[src/rtl/pipeline_control_unit.sv]
// pipeline_control_unit
//   Sequences the 5-stage pipeline. Produces PC / IF/ID / later-stage enables,
//   the IF/ID flush and the ID/EX bubble, and covers debug run/step, load-use
//   stalls, taken-branch flushes and the halt drain.
//   Every state update happens on the falling edge, matching the stage registers.
// Ports
//   clock, reset_i                  falling-edge clock, synchronous active-high reset
//   run_i, step_i                   debug run level / single-step pulse (sampled in IDLE)
//   id_ex_mem_read_i, id_ex_register_rw_i, if_id_rs_i, if_id_rt_i, if_id_uses_rt_i
//                                   load-use hazard inputs
//   branch_taken_i                  taken branch/jump resolved this cycle
//   halt_decoded_i, halt_wb_i       halt seen in decode / reached writeback
//   en_pc_o, en_if_id_o, en_pipeline_o, flush_if_id_o, bubble_id_ex_o
//                                   combinational stage controls
//   halted_o, drain_error_o         sticky status
//   state_o, cycle_count_o          debug readout
module pipeline_control_unit #(
  parameter int NB_REG        = 5,
  parameter int NB_CNT        = 32,
  parameter int DRAIN_TIMEOUT = 8
) (
  input  logic              clock,
  input  logic              reset_i,
  input  logic              run_i,
  input  logic              step_i,
  input  logic              id_ex_mem_read_i,
  input  logic [NB_REG-1:0] id_ex_register_rw_i,
  input  logic [NB_REG-1:0] if_id_rs_i,
  input  logic [NB_REG-1:0] if_id_rt_i,
  input  logic              if_id_uses_rt_i,
  input  logic              branch_taken_i,
  input  logic              halt_decoded_i,
  input  logic              halt_wb_i,
  output logic              en_pc_o,
  output logic              en_if_id_o,
  output logic              en_pipeline_o,
  output logic              flush_if_id_o,
  output logic              bubble_id_ex_o,
  output logic              halted_o,
  output logic              drain_error_o,
  output logic [2:0]        state_o,
  output logic [NB_CNT-1:0] cycle_count_o
);

  typedef enum logic [2:0] {
    S_IDLE   = 3'd0,
    S_RUN    = 3'd1,
    S_STEP   = 3'd2,
    S_DRAIN  = 3'd3,
    S_HALTED = 3'd4
  } state_t;

  localparam int NB_DRN = $clog2(DRAIN_TIMEOUT + 1);
  localparam logic [NB_DRN-1:0] DRAIN_LAST = NB_DRN'(DRAIN_TIMEOUT - 1);

  state_t            state, state_nxt;
  logic [NB_DRN-1:0] drain_cnt;
  logic [NB_CNT-1:0] cycle_cnt;
  logic              halted_q, drain_err_q;
  logic              executing, load_use, drain_timeout;

  assign executing = (state == S_RUN) || (state == S_STEP);

  // rw==0 is the hardwired zero register and never creates a dependency.
  assign load_use = id_ex_mem_read_i && (id_ex_register_rw_i != '0) &&
                    ((id_ex_register_rw_i == if_id_rs_i) ||
                     (if_id_uses_rt_i && (id_ex_register_rw_i == if_id_rt_i)));

  // A writeback halt arriving on the last allowed cycle still counts as clean.
  assign drain_timeout = (state == S_DRAIN) && !halt_wb_i && (drain_cnt == DRAIN_LAST);

  // State register
  always_ff @(negedge clock) begin
    if (reset_i) state <= S_IDLE;
    else         state <= state_nxt;
  end

  // Next-state logic
  always_comb begin
    state_nxt = state;
    case (state)
      S_IDLE:   if (run_i)       state_nxt = S_RUN;
                else if (step_i) state_nxt = S_STEP;
      S_RUN:    if (halt_decoded_i) state_nxt = S_DRAIN;
      // A step always lasts one cycle; a halt decoded in it drains on its own.
      S_STEP:   state_nxt = halt_decoded_i ? S_DRAIN : S_IDLE;
      S_DRAIN:  if (halt_wb_i || drain_timeout) state_nxt = S_HALTED;
      S_HALTED: state_nxt = S_HALTED;
      default:  state_nxt = S_IDLE;
    endcase
  end

  // Output logic
  always_comb begin
    en_pc_o        = 1'b0;
    en_if_id_o     = 1'b0;
    en_pipeline_o  = 1'b0;
    flush_if_id_o  = 1'b0;
    bubble_id_ex_o = 1'b0;
    if (executing) begin
      en_pipeline_o = 1'b1;
      if (branch_taken_i) begin
        // The stalled instruction is on the wrong path, so the flush wins.
        en_pc_o       = 1'b1;
        en_if_id_o    = 1'b1;
        flush_if_id_o = 1'b1;
      end else if (load_use) begin
        bubble_id_ex_o = 1'b1;
      end else begin
        en_pc_o    = 1'b1;
        en_if_id_o = 1'b1;
      end
    end else if (state == S_DRAIN) begin
      // Stop fetching and let the in-flight instructions reach writeback.
      en_pipeline_o = 1'b1;
      flush_if_id_o = 1'b1;
    end
  end

  // Counters and sticky flags
  always_ff @(negedge clock) begin
    if (reset_i) begin
      drain_cnt   <= '0;
      cycle_cnt   <= '0;
      halted_q    <= 1'b0;
      drain_err_q <= 1'b0;
    end else begin
      drain_cnt <= (state == S_DRAIN) ? drain_cnt + 1'b1 : '0;
      if (en_pipeline_o && (cycle_cnt != '1)) cycle_cnt <= cycle_cnt + 1'b1;
      if (state_nxt == S_HALTED) halted_q <= 1'b1;
      if (drain_timeout)         drain_err_q <= 1'b1;
    end
  end

  assign halted_o      = halted_q;
  assign drain_error_o = drain_err_q;
  assign state_o       = state;
  assign cycle_count_o = cycle_cnt;

endmodule
[config.mk]
export PLATFORM = sky130hd
export DESIGN_NAME = pipeline_control_unit
export DESIGN_NICKNAME = d
export VERILOG_FILES = /design/src/rtl/pipeline_control_unit.sv
export SDC_FILE = /design/constraint.sdc
export NUM_CORES = 1
export LEC_CHECK = 0
export CORE_ASPECT_RATIO = 1.25
export CORE_MARGIN = 2
export CORE_UTILIZATION = 35
export CTS_CLUSTER_SIZE = 40
export DETAILED_ROUTE_END_ITERATION = 7
export PLACE_DENSITY = 0.63
export SETUP_SLACK_MARGIN = 0.02
export SLEW_MARGIN = 30
export SYNTH_ARGS = -nofsm -noshare
export SYNTH_HDL_FRONTEND = slang
export SYNTH_SLANG_ARGS = --single-unit
[constraint.sdc]
create_clock -name clock -period 2.5 [get_ports clock]
set_input_delay 0.5 -clock clock [delete_from_list [all_inputs] [get_ports clock]]
set_output_delay 0.5 -clock clock [all_outputs]
set_load 0.02 [all_outputs]
# Word level (Yosys, flattened, before mapping)
# Index checks and enable logic that the tools add are counted.
# word_totals
register_bits	41
input_bits	24
elab_cells	46
# classes
addsub	2
n_eq_ne	9
n_mux	16
bitwise	1
n_reduce_logical	13
# ops
cell	n
32-bit by 1-bit adder with 32-bit output, second input constant	1
32-bit inequality test, second input constant	1
3-bit case mux with 5 select lines	1
3-bit two-way mux	4
5-bit equality test	2
1-bit two-way mux	10
3-bit by 2-bit equality test with 1-bit output, second input constant	2
3-bit equality test, second input constant	2
1-bit logical AND	6
5-bit nonzero test	1
4-bit by 1-bit adder with 4-bit output, second input constant	1
4-bit by 3-bit equality test with 1-bit output, second input constant	1
3-bit by 1-bit equality test with 1-bit output, second input constant	1
3-bit logical NOT	1
1-bit logical OR	3
2-bit two-way mux	1
2-bit OR reduction	1
1-bit logical NOT	1
1-bit inverter	1

# Logic depth before layout (Yosys ltp)
# logic_depth
ltp_word	7
ltp_mapped	9

==> impl_metrics.json <==
{
  "synth.avg_cell_area_um2": 8.62,
  "drive_gt1_share_pct": 46.9,
  "antenna_found_initial": 0,
  "drv_cap": 0,
  "layout_setup_ws_ps": -569,
  "fp.dieH_um": 96.2,
  "first_pass_iters": 4,
  "vias": 2755,
  "grt_pass1_wl_um": 11900,
  "cts_max_level": 2,
  "startpoint_type": "flip-flop",
  "ys.warnings.count": 0,
  "dp_cells": 460,
  "final_cells": 528,
  "slew-limit-headroom_pct": 75.1,
  "cts_tree": "done",
  "area.growth.synth_to_final_pct": 69.4,
  "nets": 466,
  "die-area_um2": 7480,
  "antennaDiodeCount": 0,
  "slew_viol_final": 0,
  "synthFlopType": "dfxtp_1",
  "total_power_w": 0.00196,
  "cts.sinks": 41,
  "drtIter0Drc": 69,
  "routabilityCongestion": 0.827,
  "peakVddDrop_mv": 0.319,
  "synth-seq-cells": 41,
  "hold_class": "flip-flop to flip-flop",
  "start_util_pct": 36.2,
  "tightest_slew_ps": 373,
  "numCtsBuffers": 5,
  "async_flop_share_pct": 0,
  "gr-total-overflow": 0,
  "nFillCells": 592,
  "mostFrequentLayoutCells": "buf_4, inv_1, buf_6, dfxtp_2, o31ai_1",
  "critical_path_class": "flip-flop to output port",
  "vias_per_cell": 5.22,
  "wl_um": 7180,
  "cp_max_fo": 3,
  "power_density_nw_per_um2": 487,
  "endpoint_kind": "output port",
  "p_leak_nw": 1.74,
  "regArea_um2": 872,
  "hpwlAfterDp_um": 4820,
  "hold_buffers": 0,
  "grt_util_all_layers_pct": 19.5,
  "synth_edf_count": 0,
  "final_common_cell": "buf_4",
  "grt_max_degree": 40,
  "numPortBuffers": 65,
  "grt_pass1_vias": 2854,
  "syn_inst": 276,
  "clkTransAtPathRegs_ps": 40,
  "setup_viol": 42,
  "synth_fp_nets": 302,
  "die_x_um": 77.8,
  "violations": "setup timing",
  "post_drt_wl_per_cell_um": 13.6,
  "core_um2": 6570,
  "arrival_ps": 2570,
  "ioPinCount": 66,
  "fp-row-count": 33,
  "seq_area_frac_synth_pct": 34.5,
  "multi_input_area_um2": 1460,
  "synth_cell_types": 50,
  "cts_buffer_depth": 2,
  "skew_ps": 17.0,
  "clk_latency_ps": 370,
  "drtAntennaViolNets": 0,
  "drc": 0,
  "rrSetupSlack_ps": 200,
  "status": "complete, but fails checks",
  "rsz0062_at_grt": "true",
  "hold_viol_final": 0,
  "synth_area_um2": 2380,
  "ctsRootBufferMaster": "clkbuf_8",
  "worstPathRequired_ps": 2000
}
==> cell usage after synthesis (2+ instances only) <==
library cell  instances  area (um2)
dfxtp_1              41         821
o31ai_1              23         173
nand2_1              18        67.6
a21oi_1              17        85.1
or4_1                16         120
a21oi_2              13         114
nand4_1              13        81.3
nor2_1               13        48.8
xnor2_1              12         105
clkbuf_1             11        41.3
nand3_1              11        55.1
or4_2                10        87.6
and3_1                7        43.8
o21ai_0               6        30.0
buf_2                 5        25.0
inv_1                 5        18.8
nor3_1                5        25.0
or3_1                 4        25.0
and4_1                3        26.3
or3_2                 3        22.5
a2111oi_0             2        17.5
and2_1                2        12.5
buf_12                2        40.0
buf_6                 2        22.5
clkbuf_2              2        10.0
ha_1                  2        25.0
o211ai_1              2        15.0
o21ai_2               2        17.5
o22ai_1               2        12.5
or2_2                 2        12.5
==> cell families after synthesis <==
family / count (synthesis) / share of synthesized area, %
XOR/XNOR: 13 / 4.78
AO/OA/AOI/OAI: 78 / 23.4
AND/OR/NAND/NOR: 113 / 28.9
buffers and inverters: 28 / 6.94
multiplexers: 1 / 0.421
flip-flops: 41 / 34.5
adder cells (fa/ha/maj): 2 / 1.05
==> layout make-up <==
type	instances	area share, %
timing repair buffer	140	31.8
tap	87	2.70
inverter	4	0.372
sequential	41	21.6
multi-input combinational	207	36.3
clock buffer	5	1.71
clock inverter	44	5.52
==> per-stage QoR <==
stage / worst slack, ps / hold slack, ps / utilization [%] / area (um2) / setup TNS, ps
5_1_grt: -627 / 479 / 61.4 / 4030 / -6870
4_1_cts: -581 / 451 / 60.4 / 3960 / -5530
2_1_floorplan: -549 / 418 / - / 2460 / -1700
3_3_place_gp: -707 / 433 / 52.7 / 3460 / -22610
6_report: -569 / 448 / 61.4 / 4030 / -5420
3_5_place_dp: -785 / 444 / 52.7 / 3460 / -23080
==> sequential cells by signal, summed over array words and instances (netlist names) <==
name	cells
drain_cnt	4
cycle_count_o	32
drain_error_o	1
halted_o	1
state_o	3
==> timing repair <==
action                                  4_1_cts  5_1_grt
pin swaps                                     6        3
gates resized for setup                     300        4
endpoints found under the setup margin       51       43
setup buffers                                12        9
==> critical path, stage by stage (launching register included) <==
cell	delay (ps)
dfxtp_4	360
nor2_2	50
or2_4	260
o22ai_4	150
buf_6	140
==> power by group <==
part           switching [W]  total [W]  leakage [nW]  internal, W
combinational       0.000174   0.000362          1.11     0.000188
clock               0.000429   0.000915         0.287     0.000486
sequential         0.0000133   0.000686         0.350     0.000673
total               0.000617    0.00196          1.74      0.00135
==> worst paths after layout <==
check          startpoint                end  cells after the start
min          drain_cnt[0]       drain_cnt[0]                      1
max            state_o[1]      flush_if_id_o                      4
max reg2reg    state_o[1]  cycle_count_o[20]                      6
min reg2reg  drain_cnt[0]       drain_cnt[0]                      1
==> routing by layer <==
layer / global-route usage, % / part of all wire [%] / vias up
met3: 6.38 / 5.5 / 8
met2: 35.5 / 51 / 80
met1: 20.7 / 43 / 1275
met4: 8.33 / 0.85 / 0
met5: 0 / 0 / -
li1: - / - / 1392
No activity file was read; power rests on OpenSTA's default activity.
